**config.mk**
```make
export PLATFORM = sky130hd
export DESIGN_NAME = mem_access_ctrl
export DESIGN_NICKNAME = d
export VERILOG_FILES = /design/src/rtl/mem_access_pkg.sv /design/src/rtl/mac_load_extend.sv /design/src/rtl/mem_access_ctrl.sv
export SDC_FILE = /design/constraint.sdc
export NUM_CORES = 1
export LEC_CHECK = 0
export ABC_CLOCK_PERIOD_IN_PS = 3120
export CAP_MARGIN = 20
export CORE_ASPECT_RATIO = 0.8
export CORE_MARGIN = 1
export CORE_UTILIZATION = 30
export CTS_CLUSTER_DIAMETER = 80
export DETAILED_ROUTE_END_ITERATION = 12
export PLACE_DENSITY_LB_ADDON = 0.1
export SKIP_LAST_GASP = 1
export SYNTH_ARGS = -nofsm -noshare
export SYNTH_HDL_FRONTEND = slang
export SYNTH_SLANG_ARGS = --single-unit
```
**constraint.sdc**
```tcl
create_clock -name CLK -period 3.12 [get_ports CLK]
set_input_delay 0.624 -clock CLK [delete_from_list [all_inputs] [get_ports CLK]]
set_output_delay 0.624 -clock CLK [all_outputs]
set_load 0.01 [all_outputs]
```
**src/rtl/mem_access_pkg.sv**
```systemverilog
// Shared encodings, FSM states and size helpers for the byte-serial memory access controller.
package mem_access_pkg;

  localparam logic [2:0] MS_BYTE  = 3'b000;
  localparam logic [2:0] MS_HALF  = 3'b001;
  localparam logic [2:0] MS_WORD  = 3'b010;
  localparam logic [2:0] MS_SBYTE = 3'b100;
  localparam logic [2:0] MS_SHALF = 3'b101;

  typedef enum logic [1:0] {
    ST_IDLE = 2'd0,
    ST_WAIT = 2'd1,
    ST_XFER = 2'd2,
    ST_DONE = 2'd3
  } mac_state_e;

  // Reserved size codes fall through to a full word.
  function automatic logic [2:0] byte_count(input logic [2:0] ms);
    case (ms)
      MS_BYTE, MS_SBYTE: byte_count = 3'd1;
      MS_HALF, MS_SHALF: byte_count = 3'd2;
      default:           byte_count = 3'd4;
    endcase
  endfunction

  function automatic logic is_misaligned(input logic [2:0] ms, input logic [1:0] addr_lo);
    case (byte_count(ms))
      3'd2:    is_misaligned = addr_lo[0];
      3'd4:    is_misaligned = (addr_lo != 2'b00);
      default: is_misaligned = 1'b0;
    endcase
  endfunction

endpackage

```
**src/rtl/mac_load_extend.sv**
```systemverilog
// Combinational load formatter: right-justified assembled bytes are zero- or
// sign-extended according to the access size.
module mac_load_extend
  import mem_access_pkg::*;
(
  input  logic [31:0] raw_i,
  input  logic [2:0]  ms_i,
  output logic [31:0] data_o
);

  always_comb begin
    data_o = raw_i;
    case (ms_i)
      MS_BYTE:  data_o = {24'h000000, raw_i[7:0]};
      MS_SBYTE: data_o = {{24{raw_i[7]}}, raw_i[7:0]};
      MS_HALF:  data_o = {16'h0000, raw_i[15:0]};
      MS_SHALF: data_o = {{16{raw_i[15]}}, raw_i[15:0]};
      default:  data_o = raw_i;
    endcase
  end

endmodule

```
**src/rtl/mem_access_ctrl.sv**
```systemverilog
// Byte-serial big-endian load/store controller between a CPU MAR/MDR and a byte RAM.
// Optional macro MEM_ALIGN_CHECK_EN rejects misaligned halfword/word accesses with ALIGN_ERR.
module mem_access_ctrl
  import mem_access_pkg::*;
#(
  parameter int ADDR_W      = 8,
  parameter int WAIT_CYCLES = 0
)
(
  input  logic              CLK,
  input  logic              RESET,
  input  logic              MOV,
  input  logic              RW,
  input  logic [2:0]        MS,
  input  logic [31:0]       ADDR,
  input  logic [31:0]       DATA_IN,
  output logic              MOC,
  output logic [31:0]       DATA_OUT,
  output logic              ALIGN_ERR,
  output logic [ADDR_W-1:0] MEM_ADDR,
  output logic [7:0]        MEM_WDATA,
  output logic              MEM_WE,
  input  logic [7:0]        MEM_RDATA
);

  localparam bit HAS_WAIT = (WAIT_CYCLES > 0);
  localparam int WCNT_W   = (WAIT_CYCLES > 1) ? $clog2(WAIT_CYCLES) : 1;
  localparam logic [WCNT_W-1:0] WAIT_LAST = WCNT_W'(HAS_WAIT ? WAIT_CYCLES - 1 : 0);
  localparam mac_state_e BYTE_START = HAS_WAIT ? ST_WAIT : ST_XFER;

  mac_state_e        state_q, state_d;
  logic              rw_q, rw_d;
  logic [2:0]        ms_q, ms_d;
  logic [ADDR_W-1:0] addr_q, addr_d;
  logic [31:0]       shift_q, shift_d;
  logic [1:0]        idx_q, idx_d;
  logic [WCNT_W-1:0] wcnt_q, wcnt_d;
  logic [31:0]       dout_q, dout_d;

  logic [2:0]        nbytes;
  logic [1:0]        last_idx;
  logic [31:0]       assembled;
  logic [31:0]       load_ext;

  assign nbytes    = byte_count(ms_q);
  assign last_idx  = 2'(nbytes - 3'd1);
  assign assembled = {shift_q[23:0], MEM_RDATA};

  mac_load_extend u_load_extend (
    .raw_i  (assembled),
    .ms_i   (ms_q),
    .data_o (load_ext)
  );

`ifdef MEM_ALIGN_CHECK_EN
  logic aerr_q, aerr_d;
`endif

  always_comb begin
    state_d = state_q;
    rw_d    = rw_q;
    ms_d    = ms_q;
    addr_d  = addr_q;
    shift_d = shift_q;
    idx_d   = idx_q;
    wcnt_d  = wcnt_q;
    dout_d  = dout_q;
`ifdef MEM_ALIGN_CHECK_EN
    aerr_d  = aerr_q;
`endif
    case (state_q)
      ST_IDLE: begin
        if (MOV) begin
          rw_d    = RW;
          ms_d    = MS;
          addr_d  = ADDR[ADDR_W-1:0];
          idx_d   = 2'd0;
          wcnt_d  = '0;
          state_d = BYTE_START;
          // Store data is pre-shifted so the most significant byte to send sits in [31:24].
          if (RW) begin
            shift_d = 32'h0;
          end else begin
            case (byte_count(MS))
              3'd1:    shift_d = {DATA_IN[7:0], 24'h000000};
              3'd2:    shift_d = {DATA_IN[15:0], 16'h0000};
              default: shift_d = DATA_IN;
            endcase
          end
`ifdef MEM_ALIGN_CHECK_EN
          aerr_d = 1'b0;
          if (is_misaligned(MS, ADDR[1:0])) begin
            aerr_d  = 1'b1;
            state_d = ST_DONE;
          end
`endif
        end
      end
      ST_WAIT: begin
        if (wcnt_q == WAIT_LAST) begin
          wcnt_d  = '0;
          state_d = ST_XFER;
        end else begin
          wcnt_d = wcnt_q + 1'b1;
        end
      end
      ST_XFER: begin
        shift_d = assembled;
        if (idx_q == last_idx) begin
          state_d = ST_DONE;
          if (rw_q) begin
            dout_d = load_ext;
          end
        end else begin
          idx_d   = idx_q + 2'd1;
          state_d = BYTE_START;
        end
      end
      ST_DONE: begin
        if (!MOV) begin
          state_d = ST_IDLE;
        end
      end
      default: state_d = ST_IDLE;
    endcase
  end

  always_ff @(posedge CLK or negedge RESET) begin
    if (!RESET) begin
      state_q <= ST_IDLE;
      rw_q    <= 1'b0;
      ms_q    <= 3'b000;
      addr_q  <= '0;
      shift_q <= 32'h0;
      idx_q   <= 2'd0;
      wcnt_q  <= '0;
      dout_q  <= 32'h0;
    end else begin
      state_q <= state_d;
      rw_q    <= rw_d;
      ms_q    <= ms_d;
      addr_q  <= addr_d;
      shift_q <= shift_d;
      idx_q   <= idx_d;
      wcnt_q  <= wcnt_d;
      dout_q  <= dout_d;
    end
  end

`ifdef MEM_ALIGN_CHECK_EN
  always_ff @(posedge CLK or negedge RESET) begin
    if (!RESET) begin
      aerr_q <= 1'b0;
    end else begin
      aerr_q <= aerr_d;
    end
  end
  assign ALIGN_ERR = aerr_q;
`else
  assign ALIGN_ERR = 1'b0;
`endif

  // Byte k of the access lands at ADDR+k, wrapping naturally at the top of the array.
  assign MEM_ADDR  = addr_q + ADDR_W'(idx_q);
  assign MEM_WDATA = shift_q[31:24];
  assign MEM_WE    = (state_q == ST_XFER) && !rw_q;
  assign MOC       = (state_q == ST_DONE);
  assign DATA_OUT  = dout_q;

  if (ADDR_W < 32) begin : g_addr_hi
    logic unused_addr_hi;
    assign unused_addr_hi = ^ADDR[31:ADDR_W];
  end

endmodule

```
==> summary.log <==
INFO  clock_network  clock_tree_from_tritoncts=built
INFO  finish         fin_nets=540
INFO  critical_path  timing.critical_path.fanout_max=7
INFO  synth          syn_area_per_cell=11.3µm²
INFO  detailed_routing route.final.wire_length=11900µm
INFO  clock_network  clk_transition_reported_paths=0.06ns
INFO  critical_path  timing.critical_path.to_type=primary output
INFO  grt            initial_antenna_violation_count=0
INFO  floorplan      num_rows=38
INFO  synth          yosysTopAreaCellShare=48.2%
INFO  critical_path  criticalPathCategory=register to primary output
INFO  grt            grt.overflow.total=0
INFO  clock_network  cts-htree-levels=3
INFO  synth          synthTopCellsByCount=dfrtp_1, mux2_2, a221o_1
INFO  timing         rsz0062_at_grt=no
INFO  finish         layout-area-overhead-vs-synth=36.8%
INFO  synth          synth_register_bits=80
INFO  timing         fmax=334MHz
INFO  grt            number_of_global_route_vias_before_repair=3292
INFO  placement      gpl.final_weighted_congestion=0.817
INFO  placement      post-place-cells=625
INFO  detailed_routing dr.first_iter.drc_count=174
INFO  critical_path  worst_path_max_delay_cell=clkdlybuf4s50_1
INFO  floorplan      die_area=14300µm²
INFO  timing         min_period_over_period=96.0%
INFO  critical_path  buf_inv_on_cp=2
INFO  timing         slew_headroom=55.8%
INFO  detailed_routing route.detailed.drc=0
INFO  synth          async_reset_ff_share=100%
INFO  timing         timing.clock.skew=0.00835ns
INFO  floorplan      die_w=134µm
INFO  timing         slew_viol_final=0
INFO  clock_network  cts.sinks=80
INFO  clock_network  cts_buffer_depth=2
INFO  min_path       min_path_type=input pin to asynchronous set/reset pin
INFO  critical_path  crit_path_max_incr_delay=0.55ns
INFO  synth          most_used_standard_cell_by_instance_count_after_synthesis=dfrtp_1
INFO  power_and_ir_drop power.leakage=0.00244µW
INFO  grt            grt_util_all_layers=17.4%
INFO  synth          yosysWarnings=0
INFO  clock_network  cts_made_buffers=9
INFO  clock_network  clk_root_buffer_cell=clkbuf_16
INFO  finish         final_layout_size_suffix_gt1_share=16.5%
INFO  synth          netlist_area=4150µm²
INFO  detailed_routing detail_route.wl_per_cell=18.5µm
INFO  synth          synth.yosys.seq_area_share=48.2%
INFO  synth          synth.area.top_cells=dfrtp_1, mux2_2, a221o_1
INFO  run            maxCapViolations=0
INFO  finish         layout.cells.non_filler=642
INFO  critical_path  worstPathArrival=2.37ns
INFO  detailed_routing detail-route-antenna-nets=0
INFO  timing         finalSetupTns=0ns
INFO  outcome        outcome=complete, no violations
INFO  finish         antenna_cells=0
INFO  critical_path  setup.worst_path.start_class=register
INFO  synth          synth_edf_count=0
INFO  synth          ys_types=44
INFO  power_and_ir_drop powerDensity=1040nW/µm²
INFO  critical_path  cp_data_required_time=2.50ns
INFO  detailed_routing first_pass_iters=4
INFO  floorplan      design.core.area=13600µm²
INFO  grt            grt_pass1_wl=18900µm
INFO  critical_path  worstPathCellList=ha_1 -> inv_1 -> fa_1 -> nor3_2 -> xor2_1 -> clkdlybuf4s50_1
INFO  timing         worst_slew_pin_tran=0.660ns
INFO  detailed_routing avgViaCountPerCell=5.07
INFO  synth          netlist_instances=366
INFO  power_and_ir_drop vdd.ir_drop.worst=0.346mV
INFO  detailed_routing via_count=3256
INFO  clock_network  cts-hold-fix-buffers=0
INFO  critical_path  critPathTopFamily=adder cells
INFO  critical_path  timing.rr.end=DATA_OUT[16]
INFO  synth          postSynth.topFlopCell=dfrtp_1
INFO  finish         final_core_utilization=41.9%
INFO  placement      port_buffers=104
INFO  grt            grt_max_degree=81
INFO  clock_network  postCtsResizedCells=0
INFO  critical_path  r2r_cells=6
INFO  timing         final-hold-violation-count=0
INFO  clock_network  cts_setup_buffers=0
INFO  critical_path  setup.reg_to_reg.worst_slack=0.47ns
INFO  critical_path  launching_point_of_the_worst_reg2reg_path=ms_q[0]
INFO  floorplan      initial_core_util=30.6%
INFO  placement      detailedPlacementHpwl=8260µm
INFO  timing         setup_violations=0
INFO  timing         min_period=3.00ns
INFO  floorplan      pin_count=130
INFO  clock_network  insertion_delay=0.33ns
INFO  floorplan      dieHeight=107µm
INFO  synth          postSynthNetCount=449
INFO  synth          synth_top_cell_by_area=dfrtp_1
## report_power, final
part | leakage [µW] | internal [µW] | switching (µW) | total (µW)
sequential | 0.000994 | 1520 | 400 | 1920
clock | 0.000152 | 722 | 422 | 1140
combinational | 0.00129 | 1590 | 1280 | 2870
total | 0.00244 | 3830 | 2100 | 5930
## logic make-up after synthesis
kind of cell,Yosys count,synth area share [%]
compound gates,85,17.2
simple gates,85,11.4
flops,80,48.2
mux,53,14.1
buf+inv,51,6.03
xor+xnor,7,1.48
fa+ha+maj,4,1.39
other cells,1,0.0904
## flip-flops by register name, indices dropped and copies added, names as in the netlist
register / count
DATA_OUT: 32
addr_q: 8
idx_q: 2
ms_q: 3
rw_q: 1
shift_q: 32
state_q: 2
## layout make-up
class | count | area [µm²]
Clock buffer | 11 | 243
Clock inverter | 5 | 80.1
Sequential cell | 80 | 2000
Timing Repair Buffer | 117 | 1170
Tap cell | 180 | 225
Fill cell | 1340 | 7870
Multi-Input combinational cell | 235 | 1910
Inverter | 14 | 52.6
## worst max-delay path by stage
stage               slack [ns]  cells past startpoint     endpoint     start
floorplan                 0.66                      7  DATA_OUT[2]   ms_q[0]
global placement          0.41                      6  MEM_ADDR[6]  idx_q[0]
detailed placement        0.37                      6  MEM_ADDR[6]  idx_q[0]
CTS                      0.006                      6  MEM_ADDR[6]  idx_q[0]
global route              0.02                      6  MEM_ADDR[6]  idx_q[0]
finish                    0.12                      6  MEM_ADDR[6]  idx_q[0]
## metrics by stage
| stage | total power, µW | setup WS [ns] | hold WS, ns | area, µm² |
|---|---|---|---|---|
| 3_5_place_dp | 4800 | 0.369 | 0.474 | 5320 |
| 2_1_floorplan | 3640 | 0.660 | 0.328 | 4150 |
| 3_3_place_gp | 4760 | 0.411 | 0.471 | 5320 |
| 5_1_grt | 6320 | 0.0182 | 0.301 | 5680 |
| 6_report | 5930 | 0.124 | 0.260 | 5680 |
| 4_1_cts | 5990 | 0.00629 | 0.497 | 5640 |
## layout by cell type, fill, tap and decap left out, drive strengths merged, types with 2 or more instances in the layout
cell type,n
and2,9
mux2i,8
nand2b,2
o221ai,8
nor3,3
buf,14
xor2,4
nor2,6
and3,16
mux2,45
nand3b,8
dfrtp,80
a21oi,12
a22o,17
clkbuf,11
bufinv,2
clkdlybuf4s50,103
xnor2,3
inv,14
o21ai,10
ha,3
nor2b,3
nand2,29
nor3b,2
clkinvlp,2
a221o,32
## layer usage
layer  share of wire, %  vias up  global-route usage (%)
met5                  0        -                       0
met4               0.26        0                    3.90
met3                4.2        2                    3.74
met2                 46       84                    26.0
met1                 50     1644                    25.5
li1                   -     1526                       -
Note: power is estimated with default switching activity, not from simulation.
==> patch 1, RTL diff (same settings) <==
Register the outputs `MOC`, `MEM_ADDR`, `MEM_WDATA` and `MEM_WE`, with the module's reset; this adds one clock of latency there. The other outputs are not delayed to match.
--- a/src/rtl/mem_access_ctrl.sv
+++ b/src/rtl/mem_access_ctrl.sv
@@ -162,8 +162,17 @@
 
   // Byte k of the access lands at ADDR+k, wrapping naturally at the top of the array.
-  assign MEM_ADDR  = addr_q + ADDR_W'(idx_q);
-  assign MEM_WDATA = shift_q[31:24];
-  assign MEM_WE    = (state_q == ST_XFER) && !rw_q;
-  assign MOC       = (state_q == ST_DONE);
+  always_ff @(posedge CLK or negedge RESET) begin
+    if (!RESET) begin
+      MOC       <= '0;
+      MEM_ADDR  <= '0;
+      MEM_WDATA <= '0;
+      MEM_WE    <= '0;
+    end else begin
+      MOC       <= (state_q == ST_DONE);
+      MEM_ADDR  <= addr_q + ADDR_W'(idx_q);
+      MEM_WDATA <= shift_q[31:24];
+      MEM_WE    <= (state_q == ST_XFER) && !rw_q;
+    end
+  end
   assign DATA_OUT  = dout_q;
 
Function: changed (a bounded check fails within 4 cycles, from zero or initial values and one cycle with RESET low).
==> patch 1 against the original RTL <==
Area after synthesis grew 11%. Worst setup slack better by 520 ps. Non-clock buffer count is 2 lower. Core utilization fell by 0.94 points. Wire length is 3.5% higher. Die area is 11% higher. Global-route usage is 1.2 points lower. Sequential cell count grew 18. Design area is 8.3% higher. Sequential share of layout area increased by 4.6 points. Power increased by 6.7%. Critical path depth up 1. Sequential power rose by 21%. Critical endpoint is now DATA_OUT[10]$_DFFE_PN0P_. Largest power group unchanged.
==> patch 1: results (changes against the original RTL) <==
Cells and area
  • Layout cells sized above 1: 0.189 (+0.0245)
  • Final non-filler cell total: 644 (+0.31%)
  • Layout fillers: 1442 (+7.6%)
  • Nets@finish: 535 (-0.93%)

Logic synthesis
  • Post-synthesis async set-or-reset flop share: 1.00 (unchanged)
  • Synth area leaders: dfrtp_1, mux2_4, a22o_1, mux2_2, a22oi_1
  • Post-synthesis cell type count: 43 (-2.3%)
  • Top cell types by occurrence after synthesis: dfrtp_1, a22o_1, mux2_4
  • Xor/xnor share of the synthesized area: 0.0149 (+0.000109)
  • Synth Area per Inst: 13.1 sq um (+16%)
  • Sequential cell area fraction in the yosys report: 0.530 (+0.0479)
  • Syn nets: 435 (-3.1%)
  • Post-synthesis mux area share: 0.173 (+0.0315)
  • Synth Area in Adders: 0.0124 (-0.00142)

Placement
  • Cells after DPL: 629 (+0.64%)
  • Gpl congestion: 0.861 (+5.5%)
  • Final HPWL DP: 8600 um (+4.1%)
  • Dpl cell area: 5830 sq um (+9.6%)
  • Post-place setup slack: 514 ps (+145 ps)

Global routing
  • GRT Overall Usage: 0.162 (-0.0119)
  • Largest net degree at the start of global routing: 54 (-33%)
  • Initial antenna violation count: 0 (unchanged)
  • First-pass GRT wire length: 19200 um (+1.7%)

Outcome
  • Outcome: completed

Clock tree
  • Clock Path Buffers: 2 (unchanged)
  • Root Driver: clkbuf_16
  • Max H-tree Level: 3 (unchanged)
  • Worst skew pair latency: 350 ps (+20 ps)

Drt
  • Final WL: 12300 um (+3.5%)
  • Starting DRC count in detailed routing: 148 (-15%)
  • Vias per cell: 5.01 (-1.2%)
  • DR pass1 iterations: 5 (+1)

Critical path
  • R2R cell count: 7 (+1)
  • Worst r2r dst: DATA_OUT[10]$_DFFE_PN0P_
  • Reg2Reg Launch Point: ms_q[1]$_DFFE_PN0P_
  • Crit Path Max Fanout: 24 (+17)
  • FF-to-FF setup slack: 640 ps (+170 ps)

Power and ir drop
  • Leakage power: 2.76 nW (+13%)
  • Max IR drop VDD: 0.386 mV (+12%)

STA
  • Hold_ws: 286 ps (+25.2 ps)
  • Worst-margin pin slew: 644 ps (-15.6 ps)
  • Final Skew: 6.49 ps (-1.86 ps)
==> patch 1: cell types whose count changed in the layout (fill, tap and decap cells not counted), moves of 11 or more <==
| cell | unedited run | this run |
|---|---|---|
| dfrtp_1 | 79 | 98 |
| a221o_1 | 32 | 0 |
| mux2_2 | 39 | 23 |
| a21o_1 | 0 | 16 |
| mux2_4 | 0 | 30 |
| a22o_1 | 17 | 33 |
| and3_1 | 16 | 0 |
| nand2_1 | 29 | 12 |
| a21oi_1 | 12 | 1 |
| a22oi_1 | 0 | 24 |
==> patch 1: critical path, stage by stage (launching register included) <==
cell and delay (ps):
dfrtp_1 560, nor2_1 270, inv_1 80, ha_1 360, xor2_2 230, o2111a_4 280, buf_12 210, mux2_2 350
==> patch 1: final cells by class <==
class / count / area (sq um) / share of cell area
Sequential cell: 98 / 2450 / 0.399
Multi-Input combinational cell: 213 / 1950 / 0.317
Timing Repair Buffer: 115 / 1150 / 0.187
Clock buffer: 11 / 243 / 0.0395
Tap cell: 189 / 236 / 0.0385
Clock inverter: 3 / 65.1 / 0.0106
Inverter: 15 / 56.3 / 0.00916
==> patch 1: cell families (layout without fill, tap and decap cells) <==
| logic type | count (synthesis) | count (layout) |
|---|---|---|
| and+or+nand+nor | 31 | 31 |
| buffers and inverters | 41 | 144 |
| adders and majority gates | 4 | 4 |
| other | 1 | 1 |
| AOI/OAI and AO/OA | 108 | 108 |
| muxes | 62 | 62 |
| DFF | 98 | 98 |
| xor gates and xnor gates | 7 | 7 |
==> patch 1: how the worst max path moves through the flow <==
stage,from,to,slack (ps),cells after the start
4_1_cts,ms_q[1]$_DFFE_PN0P_,DATA_OUT[16]$_DFFE_PN0P_,500,6
5_1_grt,ms_q[1]$_DFFE_PN0P_,DATA_OUT[9]$_DFFE_PN0P_,460,7
3_3_place_gp,ms_q[1]$_DFFE_PN0P_,DATA_OUT[16]$_DFFE_PN0P_,540,6
2_1_floorplan,ms_q[1]$_DFFE_PN0P_,DATA_OUT[0]$_DFFE_PN0P_,900,8
3_5_place_dp,ms_q[1]$_DFFE_PN0P_,DATA_OUT[16]$_DFFE_PN0P_,510,6
6_report,ms_q[1]$_DFFE_PN0P_,DATA_OUT[10]$_DFFE_PN0P_,640,7
==> patch 1: where the power goes <==
part           total, mW  leakage (nW)  internal [mW]  switching (mW)
Combinational       2.83          1.38           1.63            1.20
Sequential          2.32          1.23           1.85           0.477
Clock               1.17         0.151          0.714           0.460
==> patch 1: metal layers <==
layer,share of wire,track usage,vias up
met1,0.49,0.235,1624
met2,0.44,0.240,102
met4,0.012,0.0536,0
li1,-,-,1488
met3,0.049,0.0343,14
met5,0,0,-
==> patch 2, RTL diff (same flow settings) <==
Made on the original files. The parameter `ADDR_W` goes from 8 to 9.
--- a/src/rtl/mem_access_ctrl.sv
+++ b/src/rtl/mem_access_ctrl.sv
@@ -4,5 +4,5 @@
   import mem_access_pkg::*;
 #(
-  parameter int ADDR_W      = 8,
+  parameter int ADDR_W      = 9,
   parameter int WAIT_CYCLES = 0
 )
Interface: changed (resized MEM_ADDR); port bits go from 130 to 131. The function was not compared with the original's and may differ.
==> patch 2 against the original RTL <==
Sequential cell count is 1 higher. Critical path depth rose by 1. Wire length decreased by 6.9%. Area after synthesis fell by 3.0%. Power down 4.8%. Design area is 2.6% lower. Clock power down 12%. Worst setup slack gained 36 ps. Largest cell class unchanged.
==> patch 2: results (changes against the original RTL) <==
Clock tree
  • CTS clk-pin slew, worst paths: 60 ps (about the same)
  • CTS Buf Count: 9 (unchanged)
  • Postcts setup bufs: 0 (unchanged)
  • Max H-tree Level: 3 (unchanged)
  • Root Driver: clkbuf_16
  • Worst skew pair latency: approximately 340 ps
  • Clock Path Buffers: 2 (unchanged)

Placement
  • Gpl congestion: 0.779 (-4.7%)
  • Final HPWL DP: 7970 um (-3.5%)
  • Post-place setup slack: 266 ps (-104 ps)
  • I/O Buffers: 106 (+1.9%)
  • Dpl cell area: 5200 sq um (-2.3%)
  • Cells after DPL: 622 (-0.48%)

STA
  • Hold_ws: 263 ps (+2.86 ps)
  • Final Skew: 6.64 ps (-1.71 ps)
  • Slew headroom: 0.588 (+0.0294)

Cells and area
  • Layout cells sized above 1: 0.121 (-0.0436)
  • Nets@finish: 541 (+0.19%)
  • Final non-filler cell total: 638 (-0.62%)
  • Layout fillers: 1273 (-5.0%)
  • N_diodes: 0 (unchanged)

Critical path
  • Worst r2r dst: DATA_OUT[18]$_DFFE_PN0P_
  • Crit Path Max Fanout: 9 (+2)
  • FF-to-FF setup slack: 940 ps (+470 ps)
  • Crit path DAT: 2340 ps (-30 ps)
  • R2R cell count: 6 (unchanged)
  • Reg2Reg Launch Point: idx_q[0]$_DFFE_PN0P_

Global routing
  • Vias in the first global route: 3287 (-0.15%)
  • First-pass GRT wire length: 18100 um (-4.2%)
  • Initial antenna violation count: 0 (unchanged)
  • Largest net degree at the start of global routing: 82 (+1.2%)
  • GRT Overall Usage: 0.170 (-0.00443)

Drt
  • DR pass1 iterations: 7 (+3)
  • Starting DRC count in detailed routing: 248 (+43%)
  • DR vias: 3150 (-3.3%)
  • Final WL: 11000 um (-6.9%)

Logic synthesis
  • Synth Area per Inst: 11.1 sq um (-2.4%)
  • Syn nets: 446 (-0.67%)
  • Synth warn: 0 (unchanged)
  • Sequential cell area fraction in the yosys report: 0.503 (+0.0209)
  • Post-synthesis cell type count: 43 (-2.3%)
  • Post-synthesis async set-or-reset flop share: 1.00 (unchanged)
  • Synth area leaders: dfrtp_1, mux2i_1, a221o_1, mux2_2, a21oi_1
  • Top cell types by occurrence after synthesis: dfrtp_1, inv_1, mux2i_1

Outcome
  • Outcome: completed

Worst hold path
  • Hold crit path type: input pin to asynchronous set/reset pin

Power and ir drop
  • Max IR drop VDD: 0.375 mV (+8.4%)
  • Leakage power: 2.60 nW (+6.7%)
  • NetSw: 1.99 mW (-5.2%)
patch 2: changes by cell type after synthesis, sizes merged, moves of 8 or more:
cell | unedited run | this run
mux2 | 45 | 21
mux2i | 8 | 32
inv | 14 | 36
nand2 | 29 | 12
a21oi | 12 | 28
a22o | 17 | 1
clkbuf | 22 | 11
buf | 15 | 25
a221o | 32 | 24
a222oi | 0 | 8
a22oi | 0 | 8
and2 | 9 | 1
nand3b | 8 | 0
o221ai | 8 | 0
patch 2: logic make-up (layout without fill, tap and decap cells):
family | after synthesis | count (layout) | share of synthesized area
AO/OA/AOI/OAI | 86 | 86 | 0.159
flip-flops | 81 | 81 | 0.503
buffers and inverters | 72 | 171 | 0.0842
AND/OR/NAND/NOR | 60 | 60 | 0.0811
multiplexers | 53 | 53 | 0.143
XOR/XNOR | 8 | 8 | 0.0174
adder cells (fa/ha/maj) | 3 | 3 | 0.0112
other | 1 | 1 | 0.000931
patch 2: layout make-up:
class / count / area (sq um) / area share
timing repair buffer: 120 / 1190 / 0.215
inverter: 36 / 135 / 0.0244
clock buffer: 13 / 270 / 0.0489
tap: 175 / 219 / 0.0396
clock inverter: 2 / 12.5 / 0.00226
multi-input combinational: 211 / 1680 / 0.304
sequential: 81 / 2030 / 0.367
patch 2: worst max path at each step:
stage	endpoint	slack (ps)	from
floorplan	MEM_ADDR[8]	730	idx_q[1]$_DFFE_PN0P_
global placement	MEM_ADDR[8]	320	idx_q[0]$_DFFE_PN0P_
detailed placement	MEM_ADDR[8]	270	addr_q[0]$_DFFE_PN0P_
CTS	MEM_ADDR[8]	10	addr_q[0]$_DFFE_PN0P_
global route	MEM_ADDR[7]	50	idx_q[1]$_DFFE_PN0P_
finish	MEM_ADDR[7]	160	idx_q[1]$_DFFE_PN0P_
patch 2: critical path: stages (launching register included):
cell,delay [ps]
dfrtp_1,370
buf_4,170
ha_1,270
a21o_1,130
nor2b_1,220
nand3_1,130
xnor2_1,150
clkdlybuf4s50_1,550
patch 2: what timing repair did:
action,4_1_cts,5_1_grt
setup endpoints to repair,1,1
gates cloned,0,0
gates resized for setup,1,3
pin swaps,0,1
patch 2: power groups by stage:
stage / registers [mW] / clock network, mW / logic (mW)
after detailed placement: 1.96 / 0 / 2.69
after global placement: 1.96 / 0 / 2.67
after global routing: 2.03 / 1.08 / 2.95
after CTS: 1.95 / 1.04 / 2.71
after floorplan: 1.94 / 0 / 1.54
final: 1.95 / 1.00 / 2.69
patch 2: layer usage:
layer	vias up	global-route usage	wire length, um
met2	93	0.255	4880
met5	-	0	0
met4	0	0.0648	229
met1	1563	0.233	5310
li1	1476	-	-
met3	18	0.0428	625
